==> src/rtl/sram_like_responder_pkg.sv <==
// sram_like_responder_pkg: access-size encodings and the store byte-enable helper
package sram_like_responder_pkg;

   typedef enum logic [1:0] {SIZE_BYTE, SIZE_HALF, SIZE_WORD, SIZE_RSVD} size_e;

   function automatic logic [3:0] size_to_wen(input logic [1:0] size, input logic [1:0] addr_lo);
      return size == SIZE_BYTE ? 4'b0001 << addr_lo :
             size == SIZE_HALF ? (addr_lo[1] ? 4'b1100 : 4'b0011) :
             size == SIZE_WORD ? 4'b1111 : 4'b0000;
   endfunction

endpackage

==> src/rtl/sram_like_responder_resp_delay_line.sv <==
// resp_delay_line: fixed-latency response pipeline carrying valid, write tag and read data
module resp_delay_line #(
   parameter int LATENCY = 1
) (
   input  logic        clk,
   input  logic        resetn,
   input  logic        push,
   input  logic        wr,
   input  logic [31:0] ram_rdata,
   output logic        data_ok,
   output logic [31:0] rdata
);

   logic [LATENCY:1] v;
   logic [LATENCY:1] w;
   logic [31:0]      rd;

   // shift the valid and write-tag stages; reset drops everything in flight
   always_ff @(posedge clk or negedge resetn) begin
      if (!resetn) begin
         v <= '0;
         w <= '0;
      end else begin
         v[1] <= push;
         w[1] <= wr;
         for (int k = 2; k <= LATENCY; k++) begin
            v[k] <= v[k-1];
            w[k] <= w[k-1];
         end
      end
   end

   if (LATENCY == 1) begin : g_direct
      assign rd = ram_rdata;
   end else begin : g_pipe
      logic [31:0] d [2:LATENCY];
      // capture RAM data the cycle it is valid, then carry it alongside its valid bit
      always_ff @(posedge clk or negedge resetn) begin
         if (!resetn) begin
            for (int k = 2; k <= LATENCY; k++) d[k] <= '0;
         end else begin
            d[2] <= v[1] ? ram_rdata : d[2];
            for (int k = 3; k <= LATENCY; k++) d[k] <= d[k-1];
         end
      end
      assign rd = d[LATENCY];
   end

   assign data_ok = v[LATENCY];
   assign rdata   = (v[LATENCY] && !w[LATENCY]) ? rd : '0;

endmodule

==> src/rtl/sram_like_responder.sv <==
// sram_like_responder: SRAM-like handshake slave fronting a synchronous single-port RAM
module sram_like_responder
   import sram_like_responder_pkg::*;
#(
   parameter int LATENCY = 1,
   parameter int DEPTH   = 2
) (
   input  logic        clk,
   input  logic        resetn,
   input  logic        req,
   input  logic        wr,
   input  logic [1:0]  size,
   input  logic [31:0] addr,
   input  logic [31:0] wdata,
   output logic        addr_ok,
   output logic        data_ok,
   output logic [31:0] rdata,
   output logic        ram_en,
   output logic [3:0]  ram_wen,
   output logic [31:0] ram_addr,
   output logic [31:0] ram_wdata,
   input  logic [31:0] ram_rdata
);

   logic [3:0] cnt;
   logic       accept;

   assign addr_ok   = resetn && (cnt < 4'(DEPTH));
   assign accept    = req && addr_ok;
   assign ram_en    = accept;
   assign ram_wen   = (accept && wr) ? size_to_wen(size, addr[1:0]) : 4'b0000;
   assign ram_addr  = {addr[31:2], 2'b00};
   assign ram_wdata = wdata;

   // outstanding count: up on accept, down on each response
   always_ff @(posedge clk or negedge resetn) begin
      if (!resetn) cnt <= '0;
      else         cnt <= cnt + {3'b000, accept} - {3'b000, data_ok};
   end

   resp_delay_line #(.LATENCY(LATENCY)) u_dl (
      .clk       (clk),
      .resetn    (resetn),
      .push      (accept),
      .wr        (wr),
      .ram_rdata (ram_rdata),
      .data_ok   (data_ok),
      .rdata     (rdata)
   );

endmodule

==> config.mk <==
export PLATFORM = sky130hd
export DESIGN_NAME = sram_like_responder
export DESIGN_NICKNAME = d
export VERILOG_FILES = /design/src/rtl/sram_like_responder_pkg.sv /design/src/rtl/sram_like_responder_resp_delay_line.sv /design/src/rtl/sram_like_responder.sv
export SDC_FILE = /design/constraint.sdc
export NUM_CORES = 1
export LEC_CHECK = 0
export ABC_AREA = 1
export CAP_MARGIN = 0
export CORE_ASPECT_RATIO = 0.9
export CORE_MARGIN = 5
export CORE_UTILIZATION = 23
export DETAILED_ROUTE_END_ITERATION = 6
export GPL_TIMING_DRIVEN = 0
export HOLD_SLACK_MARGIN = 0.12
export PLACE_DENSITY = 0.85
export SLEW_MARGIN = 20
export SYNTH_ARGS = -nofsm -noshare
export SYNTH_HDL_FRONTEND = slang
export SYNTH_SLANG_ARGS = --single-unit
export TNS_END_PERCENT = 50
==> constraint.sdc <==
create_clock -name clk -period 2.7 [get_ports clk]
set_clock_uncertainty 0.1 [all_clocks]
set_input_delay 0.54 -clock clk [delete_from_list [all_inputs] [get_ports clk]]
set_output_delay 0.54 -clock clk [all_outputs]
set_load 0.02 [all_outputs]
==> impl_metrics.json, run 1 <==
{
  "n_antenna_cell": 0,
  "timing.final.crit_share_pct": 94.9,
  "vdd_drop_max_uv": 246,
  "clk_path_buf_depth": 2,
  "clock-root-buffer": "clkbuf_8",
  "dr.first_iter.drc_count": 11,
  "worstPathArrival_ns": 1.92,
  "fp.dieH_microns": 78.0,
  "ys_ff_latch": 6,
  "place_area_sq_um": 2670,
  "nFillCells": 451,
  "seq_area_sq_um": 150,
  "drt_pass1_iterations": 4,
  "wirelength_microns": 5580,
  "gr-usage-all-layers_pct": 14.9,
  "initial_core_util_pct": 24.0,
  "route.detailed.drc": 0,
  "synth_area_per_cell_sq_um": 6.25,
  "finalSetupViolCount": 0,
  "cts_tree": "yes",
  "drive_gt1_share_pct": 21.9,
  "seq_area_frac_synth_pct": 12.7,
  "grt_setup_unrepaired": "false",
  "power_mw": 0.879,
  "ios": 205,
  "drv_slew": 0,
  "grt_pass1_vias": 1494,
  "crit_top_cell": "clkdlybuf4s50_1",
  "coreArea_sq_um": 4920,
  "crit_type": "in2out",
  "routed_via_density": 3.69,
  "multi_input_area_sq_um": 352,
  "syn-instance-count": 189,
  "areaGrowthSynthToFinish_pct": 130,
  "crit_chain": "clkdlybuf4s50_1, inv_1, nor2_1, clkdlybuf4s50_1",
  "crit_fanout": 3,
  "worst_path_max_delay_cell": "clkdlybuf4s50_1",
  "path_clk_slew_ns": 0.04,
  "cts_made_buffers": 3,
  "setup_slack_ns": 0.138,
  "max_freq_ghz": 0.390,
  "slowest_delay_ns": 0.66,
  "h-tree-depth": 1,
  "fp.dieW_microns": 85.5,
  "io_buffers": 140,
  "hold_class": "reg2reg",
  "gr-total-overflow": 0,
  "routedWlPerCell_microns": 14.0,
  "dp_hpwl_microns": 5140,
  "nets": 444,
  "post_cts_buffers": 0,
  "ant_nets": 0,
  "hold_violations": 0,
  "p_leak_nw": 1.42,
  "cp-end-kind": "primary output",
  "syn_area_sq_um": 1180,
  "cp.required_ns": 2.06,
  "power_density_nw_per_um2": 324,
  "antenna_found_initial": 0,
  "grt_pass1_wl_microns": 8050,
  "dp_slack_ns": -0.361,
  "clk_latency_ns": 0.22,
  "place_congestion": 0.809,
  "vias": 1474,
  "grt_max_degree": 11,
  "rows": 24,
  "start_kind": "input port",
  "clock_sinks": 6,
  "yosys_warnings": 0,
  "design_area_sq_um": 2710,
  "die-area_sq_um": 6670,
  "min_period_ns": 2.56,
  "status": "complete, no violations",
  "maxCapViolCount": 0,
  "synth.distinct_cells": 18
}
-- registers in the layout, indices dropped and copies added, names as in the netlist --
name and flops:
u_dl.w 1, u_dl.data_ok 1, cnt 4
-- per-layer routing --
| layer | vias to the layer above | share of wire [%] | global-route usage (%) |
|---|---|---|---|
| li1 | 757 | - | - |
| met1 | 654 | 36 | 16.4 |
| met2 | 61 | 57 | 29.6 |
| met3 | 2 | 6.2 | 2.44 |
| met4 | 0 | 0.30 | 2.85 |
| met5 | - | 0 | 0 |
-- cells in the mapped netlist --
cell      count  area share [%]
nand3b_1      1            0.64
o21ai_0       2            0.85
xor2_1        1            0.74
dfrtp_1       6              13
buf_6         3             2.9
a21oi_1       1            0.42
nand4_1       1            0.53
inv_1        44              14
conb_1        1            0.32
nand3_1       2            0.85
buf_4        64              41
nor2_1       42              13
nand2_1      12             3.8
nand2_2       1            0.53
ha_1          5             5.3
o21ai_1       1            0.42
fa_1          1             1.7
inv_2         1            0.32
-- report_power, final --
part	total [mW]	internal [mW]	switching, mW	leakage, nW
logic	0.601	0.318	0.283	1.32
clock network	0.137	0.0960	0.0411	0.0216
registers	0.140	0.128	0.0128	0.0727
-- worst paths after layout --
kind                       startpoint  slack (ns)  cells after the start           end
min in group asynchronous      resetn        0.65                      2  u_dl.data_ok
max                               req        0.14                      4        ram_en
min                            cnt[3]        0.55                      4        cnt[3]
max reg2reg                    cnt[2]        0.90                      8        cnt[1]
min reg2reg                    cnt[3]        0.55                      4        cnt[3]
max in group asynchronous      resetn        1.62                      2        u_dl.w
-- layout by cell type, fill, tap and decap left out --
| master | instances |
|---|---|
| clkdlybuf4s50_1 | 135 |
| buf_4 | 64 |
| inv_1 | 44 |
| nor2_1 | 42 |
| nand2_1 | 12 |
| dfrtp_1 | 6 |
| ha_1 | 5 |
| buf_6 | 3 |
| clkbuf_8 | 3 |
| dlygate4sd2_1 | 3 |
| nand3_1 | 2 |
| o21ai_0 | 2 |
| conb_1 | 2 |
| a21oi_1 | 1 |
| nand3b_1 | 1 |
| xor2_1 | 1 |
| inv_2 | 1 |
| nand2_2 | 1 |
| nand4_1 | 1 |
| o21ai_1 | 1 |
| fa_1 | 1 |
| dlygate4sd3_1 | 1 |
| clkbuf_2 | 1 |
| dlymetal6s2s_1 | 1 |
-- metrics by stage --
stage / utilization [%] / setup TNS, ns / cells / hold WS (ns)
2_1_floorplan: - / 0 / 190 / 0.144
3_3_place_gp: 54.2 / -1.45 / 395 / 0.536
3_5_place_dp: 54.2 / -1.58 / 395 / 0.549
4_1_cts: 54.9 / -0.0259 / 398 / 0.175
5_1_grt: 55.1 / 0 / 399 / 0.599
6_report: 55.1 / 0 / 399 / 0.552
-- cell families after synthesis --
kind of cell	count (synthesis)	share of synthesized area [%]
AO/OA/AOI/OAI	4	1.69
XOR/XNOR	1	0.742
adder cells (fa/ha/maj)	6	6.99
flip-flops	6	12.7
other	1	0.317
buffers and inverters	112	57.8
AND/OR/NAND/NOR	59	19.7
-- worst max-delay path: cells and delay by family --
kind | cells | cell delay (ns)
AND/OR/NAND/NOR | 1 | 0.19
buffers and inverters | 3 | 1.19
-- cell type report --
class | instances | share of cell area [%]
Timing Repair Buffer | 141 | 51.8
Clock buffer | 3 | 1.52
Inverter | 45 | 6.23
Tap cell | 65 | 3.00
Sequential cell | 6 | 5.54
Buffer | 67 | 19.0
Multi-Input combinational cell | 72 | 13.0
-- timing repair --
item                       in CTS  in global routing
hold buffers                    0                  1
hold endpoints to repair        0                  6
resized for setup               5                  2
setup endpoints to repair       6                  2
Note: power is estimated with default switching activity, not from simulation.
==> run 2, diff against run 1 <==
Settings changed: CORE_ASPECT_RATIO 0.9 to 1.75, CORE_UTILIZATION 23 to 24, SYNTH_HIERARCHICAL set to 1.
==> impl_metrics.json, run 2 <==
{
  "post_cts_buffers": 0,
  "grt_max_degree": 11,
  "synth_area_per_cell_sq_um": 6.65,
  "drv_slew": 0,
  "start_kind": "input port",
  "largest_reg_flops": 4,
  "drt_pass1_iterations": 3,
  "ant_nets": 0,
  "fp.dieH_microns": 106,
  "syn_area_sq_um": 1260,
  "antenna_found_initial": 0,
  "synth.most_common_cell": "buf_4",
  "design_area_sq_um": 2790,
  "rows": 35,
  "p_int_mw": 0.549,
  "io_buffers": 140,
  "async_flop_share_pct": 100,
  "h-tree-depth": 1,
  "timing.final.crit_share_pct": 93.6,
  "seq_area_sq_um": 150,
  "hold_violations": 0,
  "place_area_sq_um": 2730,
  "vdd_drop_max_uv": 331,
  "yosys_warnings": 6,
  "power_density_nw_per_um2": 324,
  "cts_tree": "yes",
  "place_congestion": 0.722,
  "routedWlPerCell_microns": 12.3,
  "p_comb_share_pct": 69.6,
  "ys_ff_latch": 6,
  "seq_area_frac_synth_pct": 12.0,
  "synth_ff_type": "dfrtp_1",
  "worstPathArrival_ns": 1.89,
  "coreArea_sq_um": 5170,
  "synth.distinct_cells": 19,
  "max_freq_ghz": 0.396,
  "grt_setup_unrepaired": "false",
  "cts_made_buffers": 3,
  "cp-end-kind": "primary output",
  "syn-instance-count": 189,
  "multi_input_area_sq_um": 427,
  "synth_top_area_share_pct": 38.2,
  "clock-root-buffer": "clkbuf_8",
  "layout_commonest_cell": "clkdlybuf4s50_1",
  "clock_sinks": 6,
  "nets": 444,
  "path_clk_slew_ns": 0.04,
  "gr-usage-all-layers_pct": 12.5,
  "clk_latency_ns": 0.22,
  "crit_fanout": 3,
  "dr.first_iter.drc_count": 48,
  "synth_commonest_cells": "64 x buf_4, 43 x inv_1, 30 x nor2_2, 12 x nand2_1, 12 x nor2_1",
  "die-area_sq_um": 6840,
  "vias": 1495,
  "ios": 205,
  "fin_cells": 389,
  "switching_share_pct": 39.2,
  "drive_gt1_share_pct": 31.1,
  "grt_pass1_vias": 1484,
  "min_period_ns": 2.53,
  "clkPwrFrac_pct": 14.7,
  "dp_hpwl_microns": 4410,
  "fp.dieW_microns": 64.7,
  "final_cell_mix": "135 x clkdlybuf4s50_1, 64 x buf_4, 43 x inv_1",
  "cp.required_ns": 2.06,
  "finalSetupViolCount": 0,
  "power_mw": 0.904,
  "regToRegSetupSlack_ns": 0.89,
  "crit_type": "in2out",
  "gr-total-overflow": 0,
  "nFillCells": 451,
  "routed_via_density": 3.84,
  "clk_path_buf_depth": 2,
  "dp.cells": 385,
  "maxCapViolCount": 0,
  "hold_class": "reg2reg",
  "synth_edf_count": 0,
  "seqPwrFrac_pct": 15.6,
  "synth_area_leaders": "buf_4 38%, nor2_2 15%, inv_1 13%",
  "largest_register": "cnt",
  "status": "complete, no violations",
  "initial_core_util_pct": 24.3,
  "grt_pass1_wl_microns": 6960,
  "p_sw_mw": 0.354,
  "p_leak_nw": 1.45,
  "route.detailed.drc": 0,
  "wirelength_microns": 4770,
  "areaGrowthSynthToFinish_pct": 122,
  "n_antenna_cell": 0,
  "netlist.top_cell.by_area": "buf_4"
}
-- run 2: cell counts after synthesis --
No cell type changed its count.
-- run 2: final timing paths --
path / from / to / cells after the start
max reg2reg: cnt[2] / cnt[2] / 9
min: cnt[1] / u_dl/data_ok / 3
max in group asynchronous: resetn / u_dl/w / 2
min in group asynchronous: resetn / cnt[1] / 2
min reg2reg: cnt[1] / u_dl/data_ok / 3
max: req / ram_en / 4
-- run 2: kinds of logic (layout without fill, tap and decap cells) --
logic type	count (synthesis)	in the layout	synth area share [%]
buffers and inverters	112	256	54.4
and+or+nand+nor	59	59	24.5
adders and majority gates	6	6	6.57
DFF	6	6	12.0
AOI/OAI and AO/OA	4	4	1.59
other	1	2	0.299
xor gates and xnor gates	1	1	0.697
-- run 2: through the flow --
stage | setup TNS [ns] | utilization, % | worst slack (ns) | hold WS, ns
2_1_floorplan | 0 | - | 0.775 | 0.144
3_3_place_gp | -0.984 | 52.8 | -0.209 | 0.512
3_5_place_dp | -1.24 | 52.8 | -0.264 | 0.530
4_1_cts | 0 | 53.6 | 0.00755 | 0.182
5_1_grt | 0 | 53.9 | 0.0121 | 0.622
6_report | 0 | 53.9 | 0.172 | 0.543
-- run 2: worst max-delay path: stages --
cell and delay (ns):
clkdlybuf4s50_1 0.48, inv_1 0.04, nor2_1 0.18, clkdlybuf4s50_1 0.64
-- run 2: power groups by stage --
stage / logic (mW) / clock network [mW] / registers [mW]
global placement: 0.604 / 0 / 0.141
floorplan: 0.370 / 0 / 0.142
CTS: 0.631 / 0.135 / 0.142
global route: 0.687 / 0.140 / 0.147
detailed placement: 0.619 / 0 / 0.143
finish: 0.629 / 0.133 / 0.141
-- run 2: cell type report --
class / instances / share of cell area [%]
timing repair buffer: 141 / 50.8
buffer: 67 / 18.5
multi-input combinational: 72 / 15.3
inverter: 45 / 6.06
sequential: 6 / 5.39
tap: 55 / 2.47
clock buffer: 3 / 1.48
-- run 2: repair_timing --
action	4_1_cts	5_1_grt
endpoints found under the setup margin	6	5
hold endpoints to repair	0	6
gates resized for setup	2	5
hold buffers	0	1
-- run 2: per-layer routing --
metal	wire length [microns]	vias to the layer above	global-route usage, %	part of all wire, %
met2	2840	82	25.1	59
met4	58	0	2.72	1.2
li1	-	760	-	-
met1	1430	646	12.1	30
met3	448	7	3.41	9.4
met5	0	-	0	0
==> run 3, diff against run 2 <==
Settings changed: CORE_UTILIZATION 24 to 21, PLACE_DENSITY 0.85 to 0.79, SYNTH_HIERARCHICAL 1 to unset.
Clock period 2.7 ns to 2.37 ns, I/O delays scaled along.
==> impl_metrics.json, run 3 (synthesis results as in run 1) <==
{
  "status": "complete, no violations",
  "drt_pass1_iterations": 3,
  "crit_type": "in2out",
  "power_density_nw_per_um2": 369,
  "worstPathArrival_ns": 1.70,
  "routed_via_density": 3.57,
  "worstSetupPathDepth": 5,
  "drv_slew": 0,
  "place_congestion": 0.736,
  "grt_pass1_wl_microns": 6670,
  "fp.dieH_microns": 109,
  "h-tree-depth": 1,
  "max_freq_ghz": 0.439,
  "gr-total-overflow": 0,
  "grt_setup_unrepaired": "false",
  "fin_tns_setup_ns": 0,
  "largest_reg_flops": 4,
  "die-area_sq_um": 7280,
  "cts_made_buffers": 3,
  "n_antenna_cell": 0,
  "vias": 1464,
  "clk_latency_ns": 0.22,
  "min_path_cells": 4,
  "gr-usage-all-layers_pct": 11.2,
  "grt_max_degree": 11,
  "routedWlPerCell_microns": 11.9,
  "crit_fanout": 6,
  "finalSetupViolCount": 0,
  "rows": 36,
  "ios": 205,
  "route.detailed.drc": 0,
  "hold_class": "reg2reg",
  "cpLargestDelayFamily": "buffers and inverters",
  "cp.required_ns": 1.80,
  "clock-root-buffer": "clkbuf_8",
  "areaGrowthSynthToFinish_pct": 131,
  "fp.dieW_microns": 66.7,
  "timing.final.crit_share_pct": 96.0,
  "dp_hpwl_microns": 4400,
  "cp.buffers_inverters": 2,
  "nets": 444,
  "cts_tree": "yes",
  "initial_core_util_pct": 21.3,
  "io_buffers": 140,
  "worst_path_max_delay_cell": "clkdlybuf4s50_1",
  "wirelength_microns": 4890,
  "dr.first_iter.drc_count": 21,
  "ant_nets": 0,
  "final_cell_mix": "133 x clkdlybuf4s50_1, 64 x buf_4, 44 x inv_1",
  "post_cts_buffers": 0,
  "cp-end-kind": "primary output",
  "vdd_drop_max_uv": 418,
  "coreArea_sq_um": 5540,
  "place_area_sq_um": 2680,
  "min_period_ns": 2.28,
  "p_leak_nw": 1.43,
  "path_clk_slew_ns": 0.04,
  "worst-r2r-cell-count": 8,
  "clk_path_buf_depth": 2,
  "layout_commonest_cell": "clkdlybuf4s50_1",
  "clock_sinks": 6,
  "maxCapViolCount": 0,
  "crit_chain": "clkdlybuf4s50_1, o21ai_1, nand2_1, nor2_1, dlygate4sd2_1",
  "largest_register": "cnt",
  "power_mw": 1.01,
  "slowest_delay_ns": 0.49,
  "grt_pass1_vias": 1451,
  "drive_gt1_share_pct": 21.9,
  "antenna_found_initial": 0,
  "design_area_sq_um": 2730,
  "start_kind": "input port",
  "hold_violations": 0
}
## run 3: cell count changes in the layout (fill, tap and decap cells not counted), sizes merged
cell / previous run / this run
dlygate4sd2: 0 / 4
dlymetal6s2s: 4 / 1
clkdlybuf4s15: 0 / 2
clkdlybuf4s50: 135 / 133
clkbuf: 4 / 3
## run 3: cell type report
cell class	count	area [sq um]
Buffer	67	514
Clock buffer	3	41.3
Fill cell	559	2810
Inverter	45	169
Multi-Input combinational cell	72	352
Sequential cell	6	150
Tap cell	76	95.1
Timing Repair Buffer	141	1410
## run 3: layer usage
| layer | track usage (%) | vias to the layer above | routed length [microns] |
|---|---|---|---|
| met5 | 0 | - | 0 |
| met4 | 1.16 | 0 | 19 |
| met3 | 3.09 | 2 | 493 |
| met2 | 22.9 | 78 | 2830 |
| met1 | 11.0 | 626 | 1540 |
| li1 | - | 758 | - |
## run 3: path summary, 6_finish.rpt
check                           startpoint         end  slack [ns]
max in group asynchronous           resetn      u_dl.w        1.27
worst min-delay path                cnt[3]      cnt[3]        0.55
worst max-delay path               addr[1]  ram_wen[1]        0.09
min in group asynchronous           resetn      cnt[3]        0.68
worst max register to register      cnt[2]      cnt[1]        0.48
worst min register to register      cnt[3]      cnt[3]        0.55
## run 3: stage by stage
step	worst slack, ns	instances	util [%]	hold slack [ns]
6_report	0.0939	410	49.3	0.546
5_1_grt	0.00822	410	49.3	0.598
4_1_cts	0.0491	410	49.2	0.554
3_5_place_dp	-0.456	406	48.4	0.544
3_3_place_gp	-0.422	406	48.4	0.532
2_1_floorplan	0.440	190	-	0.0784
## run 3: timing repair
item	in CTS	in global routing
endpoints found under the hold margin	6	0
setup endpoints to repair	6	2
hold buffers	1	0
gates resized for setup	8	2
## run 3: worst reg2reg max path, delay by kind of cell (launching register included)
| kind | cells | cell delay (ns) |
|---|---|---|
| adder cells (fa/ha/maj) | 3 | 0.86 |
| buffers and inverters | 2 | 0.15 |
| flip-flops | 1 | 0.35 |
| AND/OR/NAND/NOR | 3 | 0.30 |
## run 3: report_power, final
| part | internal, mW | switching (mW) |
|---|---|---|
| sequential | 0.146 | 0.0137 |
| clock | 0.109 | 0.0425 |
| combinational | 0.368 | 0.330 |
